--- config.mk ---
export PLATFORM = sky130hd
export DESIGN_NAME = dcache_meta_array
export DESIGN_NICKNAME = d
export VERILOG_FILES = /design/src/rtl/dcache_meta_array.sv
export SDC_FILE = /design/constraint.sdc
export NUM_CORES = 2
export LEC_CHECK = 0
export ABC_AREA = 1
export CORE_MARGIN = 2
export CORE_UTILIZATION = 50
export CTS_CLUSTER_DIAMETER = 80
export CTS_CLUSTER_SIZE = 16
export DETAILED_ROUTE_END_ITERATION = 12
export PLACE_DENSITY = 0.69
export SLEW_MARGIN = 20
export SYNTH_ARGS = -nofsm -noshare
export SYNTH_HDL_FRONTEND = slang
export SYNTH_SLANG_ARGS = --single-unit
--- constraint.sdc ---
create_clock -name clk -period 8.12 [get_ports clk]
set_input_delay 0.812 -clock clk [delete_from_list [all_inputs] [get_ports clk]]
set_output_delay 0.812 -clock clk [all_outputs]
set_load 0.01 [all_outputs]
--- src/rtl/dcache_meta_array.sv ---
// Data-cache metadata array: WAYS entries of WIDTH bits per set.
// It has one registered read port that returns every way of a set.
// A same-cycle write to the read set is forwarded per way.
// It has one write port with a per-way mask.
// A clear sequencer writes RESET_VAL to one set per cycle, walking all sets.
// The walk runs after reset and on clear_req.
module dcache_meta_array #(
    parameter int               S_INDEX   = 5,
    parameter int               WIDTH     = 24,
    parameter int               WAYS      = 4,
    parameter logic [WIDTH-1:0] RESET_VAL = '0
) (
    input  logic                    clk,
    input  logic                    rst,
    input  logic                    clear_req,
    output logic                    busy,
    input  logic                    read,
    input  logic [S_INDEX-1:0]      rindex,
    output logic [WAYS*WIDTH-1:0]   dataout,
    input  logic [WAYS-1:0]         load_mask,
    input  logic [S_INDEX-1:0]      windex,
    input  logic [WAYS*WIDTH-1:0]   datain
);

    localparam int NUM_SETS = 2 ** S_INDEX;

    typedef enum logic {
        IDLE  = 1'b0,
        CLEAR = 1'b1
    } state_t;

    state_t              state_reg;
    logic [S_INDEX-1:0]  clr_idx_reg;
    logic                busy_reg;

    // User reads are accepted only while no clear walk is running.
    logic                rd_en;
    logic                same_index;

    assign busy       = busy_reg;
    assign rd_en      = read && !busy_reg;
    assign same_index = (rindex == windex);

    // Clear-walk sequencer.
    // busy is registered and drops on the same edge that writes the last set.
    always_ff @(posedge clk) begin
        if (rst) begin
            state_reg   <= CLEAR;
            clr_idx_reg <= '0;
            busy_reg    <= 1'b1;
        end else begin
            case (state_reg)
                IDLE: begin
                    if (clear_req) begin
                        state_reg   <= CLEAR;
                        clr_idx_reg <= '0;
                        busy_reg    <= 1'b1;
                    end
                end
                CLEAR: begin
                    clr_idx_reg <= clr_idx_reg + 1'b1;
                    if (&clr_idx_reg) begin
                        state_reg <= IDLE;
                        busy_reg  <= 1'b0;
                    end
                end
                default: begin
                    state_reg <= IDLE;
                    busy_reg  <= 1'b0;
                end
            endcase
        end
    end

    // Each way has its own storage array with a single write port.
    // The clear walk owns that port while busy.
    // rst blocks writes so that reset alone never alters stored contents.
    genvar gi;
    generate
        for (gi = 0; gi < WAYS; gi++) begin : g_way
            logic [WIDTH-1:0]   mem [NUM_SETS];
            logic               we;
            logic [S_INDEX-1:0] waddr;
            logic [WIDTH-1:0]   wdata;
            logic [WIDTH-1:0]   way_in;
            logic [WIDTH-1:0]   dout_reg;

            assign way_in = datain[gi*WIDTH +: WIDTH];
            assign we     = !rst && (busy_reg || load_mask[gi]);
            assign waddr  = busy_reg ? clr_idx_reg : windex;
            assign wdata  = busy_reg ? RESET_VAL : way_in;

            // Storage write: clear walk data or masked user data.
            always_ff @(posedge clk) begin
                if (we) begin
                    mem[waddr] <= wdata;
                end
            end

            // Registered read with per-way forwarding of a same-set write.
            // The array read sees pre-write contents, because the write is non-blocking.
            always_ff @(posedge clk) begin
                if (rst) begin
                    dout_reg <= '0;
                end else if (rd_en) begin
                    if (load_mask[gi] && same_index) begin
                        dout_reg <= way_in;
                    end else begin
                        dout_reg <= mem[rindex];
                    end
                end
            end

            assign dataout[gi*WIDTH +: WIDTH] = dout_reg;
        end
    endgenerate

endmodule
==> metrics.cfg <==
[routing]
drt_drc_violations_left = 0
via_count = 86700
vias_per_cell = 6.04
detail_route.iter0.violations = 13200
wl_met2_mm = 167
route.final.wire_length_mm = 372
first_pass_iters = 7
met3RoutedLength_mm = 48.9
top_signal_layer_used = met5
ant_nets = 0
wl_met1_mm = 145
wl_per_instance_um = 25.9

[placement]
gp_congestion = 0.824
placed_cells_incl_taps = 13900
placement.setup.worst_slack_ns = 3.14
port_buffers = 210
dp_hpwl_mm = 193

[worst_setup_path]
critical-path-max-stage-delay_ns = 0.89
setup.worst_path.start_class = flip-flop
required_ns = 8.88
cp_common_cell = sky130_fd_sc_hd__nand2_1
crit_path_cell_trace = inv_2 > o21ai_1 > nand2_1 > nand2_1 > nand2_1 > nor2_4 > buf_4 > nand2_4 > nand3_1 > a21oi_1
timing.critical_path.max_delay_family = simple AND/OR/NAND/NOR gates
timing.critical_path.buf_inv = 2
critPathArrivalTime_ns = 5.09
timing.critical_path.slowest_stage_cell = sky130_fd_sc_hd__dfxtp_4
worstSetupEndpointType = flip-flop
timing.setup.critical_path_class = reg -> reg
critical_path_peak_fanout = 39

[synth]
syn_area_per_cell_um2 = 11.9
yosys_register_bits = 3175
syn-instance-count = 10900
synth_seq_area_share = 0.733
synth.net_count = 11000
yosysTopAreaCellShare = 0.717
synth.top_cells.by_area = sky130_fd_sc_hd__edfxtp_1, sky130_fd_sc_hd__nand3_1, sky130_fd_sc_hd__nand2_1
ys.warnings.count = 0
yosysUniqueCellTypes = 27
synth_area_um2 = 129000
netlist.top_cell.by_area = sky130_fd_sc_hd__edfxtp_1

[floorplan]
top_level_port_count = 211
fp.dieW_um = 511
die_area_um2 = 261000
fp.coreArea_um2 = 256000
chipHeight_um = 511
initial_utilization = 0.502
placement_rows = 186

[global_route]
number_of_global_route_vias_before_repair = 80800
antenna_found_initial = 20
grt_overflow_total = 0
first_pass_grt_wire_length_mm = 540
grt_max_degree = 210
grt.total_usage = 0.278

[cts]
cts_tree = done
cts.reportedPaths.clkPinSlew_ns = 0.07
cts_setup_buffers = 0
cts_htree_levels = 4
cts.sinks = 3175
holdBufCountCts = 0
post_cts_resize_count = 0
clock_tree.root_cell = sky130_fd_sc_hd__clkbuf_16
ctsLongestPathBuffers = 3
worstSkewPairLatency_ns = 0.90
cts_made_buffers = 217

[finish]
syn_to_final_growth_pct = 9.74
layout.cells.most_common_list = sky130_fd_sc_hd__edfxtp_1, sky130_fd_sc_hd__nand2_1, sky130_fd_sc_hd__nand3_1
nFillCells = 20600
final_common_cell = sky130_fd_sc_hd__edfxtp_1
drive_above_1_share = 0.0608
post_layout_nonfiller_instances = 14300
largest_reg_flops = 3072
postLayoutCoreUtil = 0.551
num-nets-final = 10900

[timing]
setup_repair_after_global_routing_missed_its_margin = no
finalWorstPathRequiredPeriod_ns = 4.33
final.setup.tns_ns = 0
setup_viol_count_final = 0
final.setup_skew_ns = 0.0405
slew_viol_final = 0
worstMarginPinSlew_ns = 1.23
final.setup.worst_slack_ns = 3.79
hold_violations = 0
achievable-frequency_mhz = 231
period_share = 0.533
relSlewSlack = 0.183

[job]
maxCapViolCount = 0

[pwr]
vdd.ir_drop.worst_uv = 243
power.density_cell_area_nw_per_um2 = 213
power_mw = 30.1
lkg_pwr_nw = 49.4

[worst_hold_path]
min-delay-path-class = reg -> reg

[status]
run_status = finished, final reports clean

-- layout make-up --
type	instances	area (um^2)	share of cell area
Inverter	269	1060	0.00751
Multi-Input combinational cell	6674	30900	0.219
Tap cell	3384	4230	0.0300
Clock inverter	15	228	0.00161
Clock buffer	388	6150	0.0435
Timing Repair Buffer	430	4370	0.0309
Sequential cell	3175	94300	0.668
Antenna cell	4	10.0	0.0000709
-- kinds of logic (layout without fill, tap and decap cells) --
kind of cell / Yosys count / count (layout) / synth area share
AND/OR/NAND/NOR: 5516 / 5516 / 0.180
flip-flops: 3175 / 3175 / 0.733
AO/OA/AOI/OAI: 1156 / 1156 / 0.0495
buffers and inverters: 1005 / 1102 / 0.0375
adder cells (fa/ha/maj): 2 / 2 / 0.000194
other: 0 / 4 / 0
-- synthesized netlist by cell type (all sizes together) --
cell and instances:
edfxtp 3072, nand2 2428, nand3 1943, nor2 1144, o21ai 748, buf 464, clkbuf 272, inv 266
o211ai 226, a21oi 181, dfxtp 103, clkinv 3, ha 2, a211oi 1, nor3 1
-- worst reg2reg max path, cell delays in order (launching register included) --
cell and delay [ns]:
sky130_fd_sc_hd__dfxtp_4 0.89, sky130_fd_sc_hd__inv_2 0.37, sky130_fd_sc_hd__o21ai_1 0.50, sky130_fd_sc_hd__nand2_1 0.14, sky130_fd_sc_hd__nand2_1 0.17, sky130_fd_sc_hd__nand2_1 0.11, sky130_fd_sc_hd__nor2_4 0.61, sky130_fd_sc_hd__buf_4 0.42
sky130_fd_sc_hd__nand2_4 0.43, sky130_fd_sc_hd__nand3_1 0.49, sky130_fd_sc_hd__a21oi_1 0.10
-- power breakdown --
part,internal [mW],switching [mW],leakage (nW),total (mW)
logic,0.481,1.28,17.0,1.76
clock network,5.13,5.41,3.01,10.5
registers,17.8,0.0198,29.4,17.8
total,23.4,6.71,49.4,30.1
-- path summary, 6_finish.rpt --
| path | from | endpoint | slack (ns) | cells after the start |
|---|---|---|---|---|
| hold / removal | g_way[2].dout_reg[8] | g_way[2].dout_reg[8] | 0.47 | 2 |
| setup / recovery | busy | g_way[3].dout_reg[16] | 3.79 | 10 |
| hold reg to reg | g_way[2].dout_reg[8] | g_way[2].dout_reg[8] | 0.47 | 2 |
| setup reg to reg | busy | g_way[3].dout_reg[16] | 3.79 | 10 |
-- stage by stage --
step | hold WS (ns) | area, um^2
4_1_cts | 0.475 | 141000
5_1_grt | 0.491 | 141000
6_report | 0.475 | 141000
3_5_place_dp | 0.462 | 134000
2_1_floorplan | 0.436 | 129000
3_3_place_gp | 0.452 | 134000
-- metal layers --
metal | vias to the layer above | GRT usage
met4 | 10 | 0.0826
li1 | 38200 | -
met5 | - | 0
met1 | 42400 | 0.391
met3 | 755 | 0.0756
met2 | 5318 | 0.425
Power figures use the tool's default switching activity.
